===== src/rtl/axis_usb_packetizer_pkg.sv =====
// Shared constants and helpers for the USB bulk-IN packetizer.
// Latency: none (declarations only).
// Backpressure: not applicable.
package axis_usb_packetizer_pkg;

    // Bulk endpoint max packet sizes for high-speed and full-speed links
    localparam int USB_HS_MAX_PKT = 512;
    localparam int USB_FS_MAX_PKT = 64;

    // Idle timer width; keeps at least one bit when the timeout is disabled
    function automatic int idle_width(input int timeout_cycles);
        return (timeout_cycles > 0) ? $clog2(timeout_cycles + 1) : 1;
    endfunction

endpackage


===== src/rtl/axis_usb_packetizer.sv =====
// Splits a byte stream into USB bulk packets: tlast on MAX_PKT bytes, upstream tlast or idle timeout.
// Latency: non-last byte leaves 1 cycle after its successor is accepted; last byte 2 cycles after acceptance.
// Backpressure: two-stage hold/output register; s_axis_tready drops only when both stages are full and m_axis stalls.
module axis_usb_packetizer
    import axis_usb_packetizer_pkg::*;
#(
    parameter bit HIGH_SPEED     = 1'b1,
    parameter int MAX_PKT        = HIGH_SPEED ? USB_HS_MAX_PKT : USB_FS_MAX_PKT,
    parameter int TIMEOUT_CYCLES = 4096
) (
    input  logic       clk,
    input  logic       rst,
    input  logic [7:0] s_axis_tdata,
    input  logic       s_axis_tvalid,
    output logic       s_axis_tready,
    input  logic       s_axis_tlast,
    output logic [7:0] m_axis_tdata,
    output logic       m_axis_tvalid,
    input  logic       m_axis_tready,
    output logic       m_axis_tlast,
    output logic       timeout_flush,
    output logic       pkt_done
);

    localparam int                CNT_W      = $clog2(MAX_PKT);
    localparam int                IDLE_W     = idle_width(TIMEOUT_CYCLES);
    localparam logic [CNT_W-1:0]  CNT_LAST   = CNT_W'(MAX_PKT - 1);
    localparam logic [IDLE_W-1:0] IDLE_LIMIT = IDLE_W'(TIMEOUT_CYCLES);
    localparam bit                TIMEOUT_EN = (TIMEOUT_CYCLES != 0);

    // Stage A holds the newest byte until we know whether it ends a packet
    logic              a_valid;
    logic [7:0]        a_data;
    logic              a_last;
    // Stage B is the output register driving m_axis directly
    logic              b_valid;
    logic [7:0]        b_data;
    logic              b_last;

    logic [CNT_W-1:0]  cnt;
    logic [IDLE_W-1:0] idle;

    logic              b_free;
    logic              accept;
    logic              in_last;
    logic              move;
    logic              fire;

    // Handshake and stage-transfer decisions
    always_comb begin
        b_free        = !b_valid | m_axis_tready;
        s_axis_tready = !a_valid | !b_valid | m_axis_tready;
        accept        = s_axis_tvalid & s_axis_tready;
        in_last       = s_axis_tlast | (cnt == CNT_LAST);
        // A non-last byte only leaves A once a successor proves it is not the last one
        move          = a_valid & b_free & (a_last | accept);
        // A simultaneous accept takes priority over the idle timeout
        fire          = TIMEOUT_EN & a_valid & !a_last & !accept & (idle == IDLE_LIMIT);
    end

    // Stage A load, drain and timeout close, plus the in-packet byte counter
    always_ff @(posedge clk) begin
        if (rst) begin
            a_valid <= 1'b0;
            a_data  <= 8'h00;
            a_last  <= 1'b0;
            cnt     <= '0;
        end else if (accept) begin
            a_valid <= 1'b1;
            a_data  <= s_axis_tdata;
            a_last  <= in_last;
            cnt     <= in_last ? '0 : cnt + 1'b1;
        end else if (move) begin
            a_valid <= 1'b0;
        end else if (fire) begin
            a_last  <= 1'b1;
            cnt     <= '0;
        end
    end

    // Idle timer runs only while a non-last byte waits in A with no new input
    always_ff @(posedge clk) begin
        if (rst) begin
            idle          <= '0;
            timeout_flush <= 1'b0;
        end else begin
            timeout_flush <= fire;
            if (!TIMEOUT_EN || accept || !a_valid || a_last || fire) begin
                idle <= '0;
            end else begin
                idle <= idle + 1'b1;
            end
        end
    end

    // Stage B output register: load from A or drain on a downstream handshake
    always_ff @(posedge clk) begin
        if (rst) begin
            b_valid <= 1'b0;
            b_data  <= 8'h00;
            b_last  <= 1'b0;
        end else if (move) begin
            b_valid <= 1'b1;
            b_data  <= a_data;
            b_last  <= a_last;
        end else if (m_axis_tready) begin
            b_valid <= 1'b0;
        end
    end

    // Output drive and end-of-packet beat indication
    always_comb begin
        m_axis_tvalid = b_valid;
        m_axis_tdata  = b_data;
        m_axis_tlast  = b_last;
        pkt_done      = b_valid & m_axis_tready & b_last;
    end

endmodule


===== config.mk =====
export PLATFORM = sky130hd
export DESIGN_NAME = axis_usb_packetizer
export DESIGN_NICKNAME = d
export VERILOG_FILES = /design/src/rtl/axis_usb_packetizer_pkg.sv /design/src/rtl/axis_usb_packetizer.sv
export SDC_FILE = /design/constraint.sdc
export NUM_CORES = 1
export LEC_CHECK = 0
export CAP_MARGIN = 20
export CELL_PAD_IN_SITES_DETAIL_PLACEMENT = 0
export CELL_PAD_IN_SITES_GLOBAL_PLACEMENT = 1
export CORE_MARGIN = 3
export CORE_UTILIZATION = 43
export DETAILED_ROUTE_END_ITERATION = 6
export PLACE_DENSITY_LB_ADDON = 0.3
export SETUP_SLACK_MARGIN = 0.15
export SLEW_MARGIN = 20
export SYNTH_ARGS = -nofsm -noshare
export SYNTH_HDL_FRONTEND = slang
export SYNTH_SLANG_ARGS = --single-unit

===== constraint.sdc =====
create_clock -name clk -period 3.81 [get_ports clk]
set_input_delay 0.381 -clock clk [delete_from_list [all_inputs] [get_ports clk]]
set_output_delay 0.381 -clock clk [all_outputs]
set_load 0.05 [all_outputs]

**After elaboration in Yosys (flattened, before gate mapping)**

Cells that the tools add are included.
W data, S select, Z words.

- Reductions and logical operators: 12
- Equal/unequal tests: 3
- Bitwise operators: 13
- Add/sub/neg operators: 2
- Muxes and demuxes: 11

Operators by type and width:

| operator | count |
|---|---|
| $mux W9 | 4 |
| $add A13 B1 Y13 const B | 1 |
| $eq A13 B13 Y1 const B | 1 |
| $add A9 B1 Y9 const B | 1 |
| $eq A9 B9 Y1 const B | 1 |
| $and A1 B1 Y1 | 8 |
| $mux W1 | 7 |
| $reduce_bool A2 Y1 | 3 |
| $or A1 B1 Y1 | 5 |
| $logic_not A1 Y1 | 4 |
| $logic_or A1 B1 Y1 | 3 |
| $ne A2 B2 Y1 const B | 1 |
| $reduce_and A2 Y1 | 1 |
| $reduce_or A2 Y1 | 1 |

- Logic and storage cells: 50
- Output and inout bits: 13
- Register bits: 43
- Bits of input ports: 13

**Logic depth before layout (Yosys ltp)**

Gate-level depths: netlist of run 1.

- Depth in word-level cells: 10
- Mapped depth: 10

**Worst setup path after synthesis of run 1**

No wires, ideal clock.

- Path type: register -> register
- From: register cnt[0]
- To: register cnt[7]
- Buffers on the path: 1
- Stages on the path, launching flop included: 11
- Slack: 1.548 ns
- Period minus slack after synthesis: 2.262 ns
- Data arrival time: 2.171 ns
- Path through: dfxtp_1 > ha_1 > and3_1 > and3_1 > and3_1 > ha_1 > nor2_1 > and3_1 > clkbuf_1 > o21ai_0 > a311oi_1

- Cells in the longest elaborated chain, start to end: 4
- Elaborated cells between the ends (all ways): 5
- Classes of those cells: 1 x add/sub; 1 x eq/ne; 2 x mux; 1 x bitwise

RTL lines:

| element | RTL line | source |
|---|---|---|
| from (decl) | axis_usb_packetizer.sv:40 | `logic [CNT_W-1:0] cnt;` |
| from (signal assigned) | axis_usb_packetizer.sv:72 | `cnt <= in_last ? '0 : cnt + 1'b1;` |
| parallel branches: the longest is 2 deep, another holds $add A9 B1 Y9 | - |  |
| $mux W9 (*) | axis_usb_packetizer.sv:72 |  |
| $mux W9 (*) | axis_usb_packetizer.sv:68 | `end else if (accept) begin` |

Mark *: on every way between the ends.
A chain may end at the register's enable or synchronous reset.

**Worst setup path in the final report of run 1**

- From: input m_axis_tready
- To: output s_axis_tready

- Cells in the longest elaborated chain, start to end: 1

RTL lines:

| element | RTL line | source |
|---|---|---|
| from (decl) | axis_usb_packetizer.sv:19 | `input logic m_axis_tready,` |
| $or A1 B1 Y1 | axis_usb_packetizer.sv:52 | `s_axis_tready = !a_valid \| !b_valid \| m_axis_tready;` |
| to (decl) | axis_usb_packetizer.sv:15 | `output logic s_axis_tready,` |

Every way passes these cells.

==> results of run 1 <==
## metal layers
layer,vias to the layer above,part of all wire,track usage
li1,772,-,-
met1,736,0.47,0.183
met2,30,0.48,0.280
met4,0,0.0096,0.0543
met5,-,0,0
met3,4,0.044,0.0421
## kinds of logic (layout without fill, tap and decap cells)
| kind of cell | Yosys count | after routing |
|---|---|---|
| compound gates | 39 | 39 |
| xor+xnor | 9 | 9 |
| fa+ha+maj | 4 | 4 |
| buf+inv | 18 | 43 |
| flops | 43 | 43 |
| mux | 8 | 8 |
| simple gates | 84 | 84 |
## power groups by stage
stage	clock, uW	combinational, uW	sequential (uW)
after detailed placement	0	76.1	479
final	267	76.1	468
after global placement	0	74.3	478
after global routing	294	83.5	469
after CTS	281	76.6	468
after floorplan	0	38.0	487
## sequential cells by signal, indices dropped and copies added, names as in the netlist, 8 cells and up
signal and flops:
a_data 8, idle 13, cnt 9, m_axis_tdata 8
## synthesized netlist by cell type (2+ instances only)
cell,instances,area [um^2]
o21a_1,5,37.5
nand4_1,3,18.8
nor4b_1,2,17.5
buf_2,3,15.0
xnor2_1,4,35.0
nor2_1,25,93.8
nand3_1,16,80.1
ha_1,4,50.1
inv_1,8,30.0
mux2i_1,8,80.1
xor2_1,5,43.8
a21oi_1,17,85.1
o211ai_1,4,30.0
clkbuf_1,6,22.5
nor3_1,3,15.0
a311oi_1,2,17.5
nand2_1,19,71.3
and3_1,7,43.8
dfxtp_1,43,861
a221oi_1,3,26.3
o21ai_0,2,10.0
## through the flow
stage	cell area, um^2	total power (uW)	hold slack [ps]	setup WS, ps	instances
finish	2190	811	461	1280	280
global route	2190	847	483	1180	280
CTS	2190	825	460	1280	280
detailed placement	2110	555	449	1280	272
global placement	2110	552	441	1310	272
floorplan	1830	525	436	1550	205
## worst max-delay path, delay by kind of cell
kind	cells	cell delay [ps]
buf+inv	2	1390
simple gates	1	380
## area by class of cell
type,instances,area [um^2]
Inverter,8,30.0
Sequential cell,43,861
Timing Repair Buffer,27,265
Clock inverter,1,5.00
Tap cell,50,62.6
Clock buffer,7,76.3
Multi-Input combinational cell,144,893
Fill cell,379,1860
## worst max path at each step
stage                   startpoint                  end  slack [ps]  cells past startpoint
2_1_floorplan  cnt[0]$_SDFFE_PP0P_  cnt[7]$_SDFFE_PP0P_        1550                     10
6_report             m_axis_tready        s_axis_tready        1280                      3
4_1_cts              m_axis_tready        s_axis_tready        1280                      3
5_1_grt        cnt[0]$_SDFFE_PP0P_  cnt[3]$_SDFFE_PP0P_        1180                      9
3_3_place_gp         m_axis_tready        s_axis_tready        1310                      3
3_5_place_dp         m_axis_tready        s_axis_tready        1280                      3
==> run metrics, run 1 <==
max_cap viols=0; Post-Synth Simple-Gate Area=0.228; vias=about 1500; Worst-Margin Slew=between 500 and 600 ps; CTS Buffer Depth=2; Avg Cell Area, Syn=about 8.9 um^2; commonest cells after routing, fill and taps aside=dfxtp_1 (43), nor2_1 (25), clkdlybuf4s50_1 (25); IO Pins=26; Slew Viols, Final=0; mux share of post-synthesis cell area=0.0437; area delta synth->final=19.7%; post-layout util=0.541; post-synthesis instance total=around 210; Initial DRC Count=24; Mapped Area=1830 um^2; vias in the first global route=roughly 1500; CP most frequent cell=clkdlybuf4s50_1; CP Launch Type=primary input; Placeable Area=between 4000 and 5000 um^2; Hold-fix buffers, CTS=0; Critical Path End Type=primary output; synthesized flop and latch total=between 40 and 50; FP Rows=23; Final Setup Violations=0; largest family of logic cells by synthesized area=simple AND/OR/NAND/NOR gates; drt drc=0; first-pass GRT wire length=around 6.5 mm; xor/xnor cell area share of the yosys netlist=0.0430; Post-DRT Antenna Nets=0; hold_sp=a_data[1]$_SDFFE_PP0P_; commonest non-fill, non-tap cell in the layout=dfxtp_1; HPWL Detailed=about 2.7 mm; Hold Path Sink=a_data[1]$_SDFFE_PP0P_; Post-CTS Setup Bufs=0; drt first pass iters=4; Yosys Warn Count=0; Switch Pwr=190 uW; final-report hold violation count=0; syn_nets=roughly 220; Max VDD drop=roughly 0.00016 V; adder-cell share of the synthesized area=0.0273; Critical Path RT=approximately 3400 ps; GRT overflow=0; post_cts resized=0; P per Cell Area=around 370 nW/um^2; final wirelength=~3.7 mm; Compound-Gate Fraction of Synth Area=0.145; RSZ-0062 raised after global routing=false; WS Path Type=in2out; pin count of the biggest net entering global routing=32; Tmin final=2530 ps; Slew headroom=0.640; Die Footprint=5080 um^2; Layout Nets=~250; clock transition at the registers of the reported paths=about 70 ps; hold path depth=2; clock power share=0.329; post-synthesis cell type count=37; Comb power frac=0.094; Hold WC Path Type=reg2reg; EDFF count, synth=0; H-tree levels=2; initial core utilization=0.452; slowest cell on the critical path=clkdlybuf4s50_1; gpl congestion=about 0.76; die width=just over 70 um; Num CTS Buffers=5; initial antenna violation count=0; Setup TNS Final=0 ps; worst-path fanout max=12; Switching Share=0.234; TritonCTS Sinks=43; FFs w/ async S/R, synth=0; R2R setup slack=~1400 ps; Final Cycle Share=0.664; crit path cell chain=clkdlybuf4s50_1 > nand3b_1 > clkdlybuf4s50_1; antenna cells=0; via/cell ratio=between 5 and 6; R2R cell count=9; fmax=~400 MHz; Reg2Reg Capture Point=cnt[7]$_SDFFE_PP0P_; worst stage delay on the critical path=900 ps; Die H=just over 70 um; IO buf count=25; static leakage=a little over 0.0008 uW; wire per inst=13.3 um; TritonCTS clock tree=done; register share of total power=0.577; outcome=finished clean; P_int=around 620 uW; sequential share of the synthesized area=0.470; GRT Total Usage=0.158; layout cells sized above 1=0.0565; Arr. time, crit path=2150 ps; Post-synth top flop=dfxtp_1; Clock Skew=between 3 and 4 ps; root buffer cell=clkbuf_8; launching point of the worst reg2reg path=cnt[0]$_SDFFE_PP0P_; clk_lat worst skew=between 200 and 300 ps
Power figures use the tool's default switching activity.
==> run 2: changes to the inputs <==
--- a/config.mk
+++ b/config.mk
@@ -9,7 +9,7 @@
 export CELL_PAD_IN_SITES_DETAIL_PLACEMENT = 0
 export CELL_PAD_IN_SITES_GLOBAL_PLACEMENT = 1
 export CORE_MARGIN = 3
-export CORE_UTILIZATION = 43
+export CORE_UTILIZATION = 36
 export DETAILED_ROUTE_END_ITERATION = 6
 export PLACE_DENSITY_LB_ADDON = 0.3
 export SETUP_SLACK_MARGIN = 0.15
==> constraint.sdc (replaced) <==
create_clock -name clk -period 2.1 [get_ports clk]
set_input_delay 0.21 -clock clk [delete_from_list [all_inputs] [get_ports clk]]
set_output_delay 0.21 -clock clk [all_outputs]
set_load 0.05 [all_outputs]
==> run 2 against run 1 <==
Net effect:
- first-iteration DRC count rose to 3.2 times the previous value
- via count fell by 2.3%
- utilization shrank 4.0 points
- sequential power rose by 81%
- count of clock-buffer cells in the layout is 2 lower
- die area up 18%
- largest cell class unchanged
- worst setup slack got worse by 1100 ps
- combinational power rose by 100%
- register-to-register slack got worse by 1200 ps
==> run metrics, run 2 (synthesis results as in run 1) <==
final instance area=2410 um^2; worst-path fanout max=5; Arr. time, crit path=roughly 2200 ps; Hold Path Sink=a_data[1]$_SDFFE_PP0P_; Comb power frac=0.101; drt drc=0; area post-placement=between 2000 and 2500 um^2; WS Path Type=reg2reg; static leakage=between 0.0008 and 0.0009 uW; commonest cells after routing, fill and taps aside=dfxtp_1 (41), nor2_1 (23), clkdlybuf4s50_1 (23); hold_sp=a_data[1]$_SDFFE_PP0P_; P_int=1140 uW; commonest non-fill, non-tap cell in the layout=dfxtp_1; Top reg by flops=idle; R2R setup slack=approximately 130 ps; CP Launch Type=register; final wirelength=between 3 and 4 mm; root buffer cell=clkbuf_8; clk_lat worst skew=about 300 ps; H-tree levels=2; Max VDD drop=roughly 0.00026 V; outcome=finished clean; pin count of the biggest net entering global routing=31; CTS Buffer Depth=2; Final Setup Violations=0; clock power share=0.349; first-pass GRT wire length=~6.7 mm; Die H=a little under 80 um; Worst-Margin Slew=499 ps; Switch Pwr=roughly 400 uW; Reg2Reg Capture Point=cnt[7]$_SDFFE_PP0P_; HPWL Detailed=2.61 mm; clock transition at the registers of the reported paths=90 ps; Tmin final=around 2000 ps; wire per inst=about 13 um; GRT Total Usage=0.139; Largest regs=idle (13), cnt (9); TritonCTS Sinks=43; FF/Latch Area=a little under 900 um^2; Critical Path End Type=register; initial antenna violation count=0; max reg flops=13; GRT overflow=0; antenna cells=0; drt first pass iters=4; TritonCTS clock tree=done; vias=between 1500 and 2000; via/cell ratio=~4.9; FP Rows=25; Switching Share=0.259; final-report hold violation count=0; Post-DRT Antenna Nets=0; P per Cell Area=639 nW/um^2; Hold WC Path Type=reg2reg; Final Cycle Share=0.936; Multi-input gate area=~1000 um^2; R2R cell count=9; launching point of the worst reg2reg path=cnt[0]$_SDFFE_PP0P_; Critical Path RT=2310 ps; Initial DRC Count=a little under 80; IO Pins=26; Slew Viols, Final=0; die width=77.4 um; IO buf count=25; Num CTS Buffers=5; FILL cells=~470; area delta synth->final=31.7%; Layout Nets=between 200 and 300; layout cells sized above 1=0.185; initial core utilization=0.381; Placeable Area=a little under 5000 um^2; hold path depth=2; register share of total power=0.550; post-layout util=0.501; Slew headroom=0.667; vias in the first global route=roughly 1400; RSZ-0062 raised after global routing=true; Die Footprint=between 5000 and 6000 um^2; gpl congestion=roughly 0.76; fmax=509 MHz; Clock Skew=7.65 ps; max_cap viols=0
## run 2: cell types whose count changed in the layout (fill, tap and decap cells not counted), moves of 3 or more
cell / delta
and3_1: -4
and3_4: +5
a221oi_1: -3
a221oi_2: +3
buf_4: +6
## run 2: timing repair
item	in CTS	in global routing
gates resized for setup	7	12
gates cloned	1	0
pin swaps	3	3
hold buffers	0	0
setup buffers	0	1
endpoints found under the setup margin	10	10
## run 2: final cells by class
type,count,share of cell area
clock buffers,5,0.0285
multi-input cells,145,0.418
well taps,67,0.0347
inverters,8,0.0124
repair buffers,34,0.138
clock inverters,3,0.00985
flip-flops and latches,43,0.359
## run 2: worst max-delay path, cell delays in order (launching register included)
cell and delay [ps]:
dfxtp_4 360, ha_4 150, and3_4 180, and3_4 180, and3_4 180, ha_4 150
nor2_4 110, and3_4 240, a41oi_2 120, a311oi_2 200
## run 2: power by group through the flow
stage | registers (uW) | clock network [uW] | logic [uW]
after floorplan | 885 | 0 | 71.5
after global placement | 868 | 0 | 146
after detailed placement | 869 | 0 | 146
after CTS | 849 | 566 | 152
after global routing | 852 | 592 | 170
final | 848 | 537 | 156
## run 2: layer usage
metal,share of wire,track usage
met4,0.018,0.0694
met5,0,0
met3,0.048,0.0371
met2,0.43,0.205
met1,0.51,0.188
## run 2: how the worst max path moves through the flow
stage / slack (ps) / to / start / depth (start not counted)
floorplan: 150 / cnt[4]$_SDFFE_PP0P_ / cnt[1]$_SDFFE_PP0P_ / 10
CTS: 130 / cnt[7]$_SDFFE_PP0P_ / cnt[0]$_SDFFE_PP0P_ / 9
detailed placement: -70 / cnt[7]$_SDFFE_PP0P_ / cnt[0]$_SDFFE_PP0P_ / 9
global route: 10 / cnt[5]$_SDFFE_PP0P_ / cnt[0]$_SDFFE_PP0P_ / 9
finish: 130 / cnt[7]$_SDFFE_PP0P_ / cnt[0]$_SDFFE_PP0P_ / 9
global placement: -7 / cnt[7]$_SDFFE_PP0P_ / cnt[0]$_SDFFE_PP0P_ / 9
## run 2: stage by stage
| stage | setup WS (ps) | hold WS, ps | TNS (ps) | total power [uW] | instances |
|---|---|---|---|---|---|
| after floorplan | 153 | 357 | 0 | 956 | 205 |
| after global placement | -6.57 | 444 | -6.57 | 1010 | 295 |
| after detailed placement | -68.4 | 446 | -89.3 | 1010 | 295 |
| final | 135 | 460 | 0 | 1540 | 305 |
| after global routing | 10.7 | 471 | 0 | 1610 | 305 |
| after CTS | 129 | 460 | 0 | 1570 | 304 |
==> run 3: changes to the inputs <==
--- a/config.mk
+++ b/config.mk
@@ -9,11 +9,11 @@
 export CELL_PAD_IN_SITES_DETAIL_PLACEMENT = 0
 export CELL_PAD_IN_SITES_GLOBAL_PLACEMENT = 1
 export CORE_MARGIN = 3
-export CORE_UTILIZATION = 36
+export CORE_UTILIZATION = 43
 export DETAILED_ROUTE_END_ITERATION = 6
+export HOLD_SLACK_MARGIN = 0.03
 export PLACE_DENSITY_LB_ADDON = 0.3
 export SETUP_SLACK_MARGIN = 0.15
-export SLEW_MARGIN = 20
 export SYNTH_ARGS = -nofsm -noshare
 export SYNTH_HDL_FRONTEND = slang
 export SYNTH_SLANG_ARGS = --single-unit
==> constraint.sdc (replaced) <==
create_clock -name clk -period 2.5 [get_ports clk]
set_input_delay 0.25 -clock clk [delete_from_list [all_inputs] [get_ports clk]]
set_output_delay 0.25 -clock clk [all_outputs]
set_load 0.05 [all_outputs]
==> run 3 against run 2 <==
Net effect:
- final cell count is 6.9% lower
- sequential power decreased by 16%
- global-route usage rose by 2.1 points
- combinational power fell by 22%
- die area shrank 15%
- non-clock buffer count shrank 4
- clock power grew 16%
- largest power group unchanged
- sequential cell count is the same
- worst setup slack better by 150 ps
- clock skew down 2.8 ps
==> run metrics, run 3 (synthesis results as in run 1) <==
Arr. time, crit path=around 2400 ps; Num CTS Buffers=5; Tmin final=roughly 2200 ps; WS Path Type=reg2reg; TritonCTS Sinks=between 40 and 50; initial core utilization=0.452; GRT Total Usage=0.160; CP most frequent cell=and3_1; drt drc=0; P_int=1150 uW; Hold WC Path Type=reg2reg; antenna cells=0; Setup TNS Final=0 ps; commonest cells after routing, fill and taps aside=dfxtp_1 (43), nor2_1 (24), clkdlybuf4s50_1 (24); final-report hold violation count=0; post-layout util=0.563; IO Pins=26; CP Launch Type=register; slowest cell on the critical path=dfxtp_1; final instance area=roughly 2300 um^2; clock transition at the registers of the reported paths=about 80 ps; worst-path fanout max=6; crit path cell chain=ha_1 > and3_1 > and3_1 > and3_1 > ha_1 > nor2_2 > and3_2 > a21oi_1 > a311oi_1; clk_lat worst skew=~300 ps; die width=between 70 and 80 um; Switch Pwr=just over 300 uW; CTS Buffer Depth=2; hold_sp=a_data[6]$_SDFFE_PP0P_; HPWL Detailed=2.60 mm; register share of total power=0.489; Slew headroom=0.667; R2R setup slack=between 200 and 300 ps; worst stage delay on the critical path=around 340 ps; Comb power frac=0.083; P per Cell Area=approximately 640 nW/um^2; Top reg by flops=idle; outcome=finished clean; Post-DRT Antenna Nets=0; vias in the first global route=approximately 1500; drt first pass iters=4; Slew Viols, Final=0; Die H=71.3 um; FILL cells=around 360; Die Footprint=5080 um^2; first-pass GRT wire length=between 6 and 7 mm; launching point of the worst reg2reg path=cnt[0]$_SDFFE_PP0P_; via/cell ratio=between 5 and 6; Critical Path End Type=register; Layout Nets=between 200 and 300; area delta synth->final=24.6%; wire per inst=around 13 um; Final Setup Violations=0; clock power share=0.428; static leakage=0.000856 uW; Switching Share=0.209; Hold Path Sink=a_data[6]$_SDFFE_PP0P_; Post-CTS Setup Bufs=0; root buffer cell=clkbuf_8; gpl congestion=0.779; Final Cycle Share=0.888; pre-CTS setup slack=83.7 ps; layout cells sized above 1=0.0940; Crit. Startpoint=cnt[0]$_SDFFE_PP0P_; max reg flops=13; Placeable Area=between 4000 and 5000 um^2; Worst-Margin Slew=~500 ps; hold path depth=2; commonest non-fill, non-tap cell in the layout=dfxtp_1; Clock Skew=slightly below 5 ps; final wirelength=about 3.7 mm; vias=1528; Initial DRC Count=74; RSZ-0062 raised after global routing=false; fmax=451 MHz; max_cap viols=0; Max VDD drop=0.000566 V; area post-placement=~2100 um^2; R2R cell count=9; Reg2Reg Capture Point=cnt[5]$_SDFFE_PP0P_; Critical Path RT=approximately 2700 ps; pin count of the biggest net entering global routing=31; FP Rows=23; TritonCTS clock tree=done; initial antenna violation count=0; IO buf count=25; Hold-fix buffers, CTS=0; H-tree levels=2; fin worst setup slack=281 ps; Largest regs=idle (13), cnt (9); GRT overflow=0
## run 3: cell types whose count changed in the layout (fill, tap and decap cells not counted), moves of 3 or more
| cell | previous run | this run |
|---|---|---|
| and3_1 | 3 | 6 |
| a221oi_1 | 0 | 3 |
| and3_4 | 5 | 1 |
| a221oi_2 | 3 | 0 |
## run 3: how the worst max path moves through the flow
| stage | cells after the start | slack, ps | end |
|---|---|---|---|
| after CTS | 9 | 200 | cnt[7]$_SDFFE_PP0P_ |
| after global routing | 9 | 150 | cnt[3]$_SDFFE_PP0P_ |
| after detailed placement | 9 | 80 | cnt[7]$_SDFFE_PP0P_ |
| final | 9 | 280 | cnt[5]$_SDFFE_PP0P_ |
| after floorplan | 10 | 240 | cnt[7]$_SDFFE_PP0P_ |
| after global placement | 9 | 210 | cnt[7]$_SDFFE_PP0P_ |
## run 3: power groups by stage
stage | clock, uW | combinational [uW] | sequential (uW)
after floorplan | 0 | 57.9 | 742
after global placement | 0 | 116 | 728
after detailed placement | 0 | 118 | 729
after CTS | 646 | 120 | 713
after global routing | 666 | 132 | 715
final | 625 | 121 | 713
## run 3: cell type report
cell class,count,area (um^2),share of cell area
clock inverter,2,60.1,0.0263
sequential,43,861,0.377
multi-input combinational,145,913,0.400
tap,50,62.6,0.0274
inverter,8,30.0,0.0131
timing repair buffer,30,285,0.125
clock buffer,6,72.6,0.0318
## run 3: per-layer routing
metal / part of all wire / global-route usage
met4: 0.022 / 0.0772
met1: 0.47 / 0.198
met3: 0.053 / 0.0435
met2: 0.46 / 0.257
met5: 0 / 0
## run 3: worst max-delay path: cells and delay by family, from the launching register on
kind / cells / cell delay [ps]
adder cells (fa/ha/maj): 2 / 420
flip-flops: 1 / 340
AND/OR/NAND/NOR: 5 / 1030
AO/OA/AOI/OAI: 2 / 330
## run 3: through the flow
step | total power [uW] | std cells | hold WS, ps
final | 1460 | 284 | 462
after global routing | 1510 | 284 | 500
after CTS | 1480 | 283 | 464
after detailed placement | 847 | 275 | 451
after global placement | 844 | 275 | 441
after floorplan | 800 | 205 | 397
## run 3: what timing repair did
item,in CTS,in global routing
gates cloned,0,1
gates resized for setup,1,3
endpoints found under the setup margin,5,5
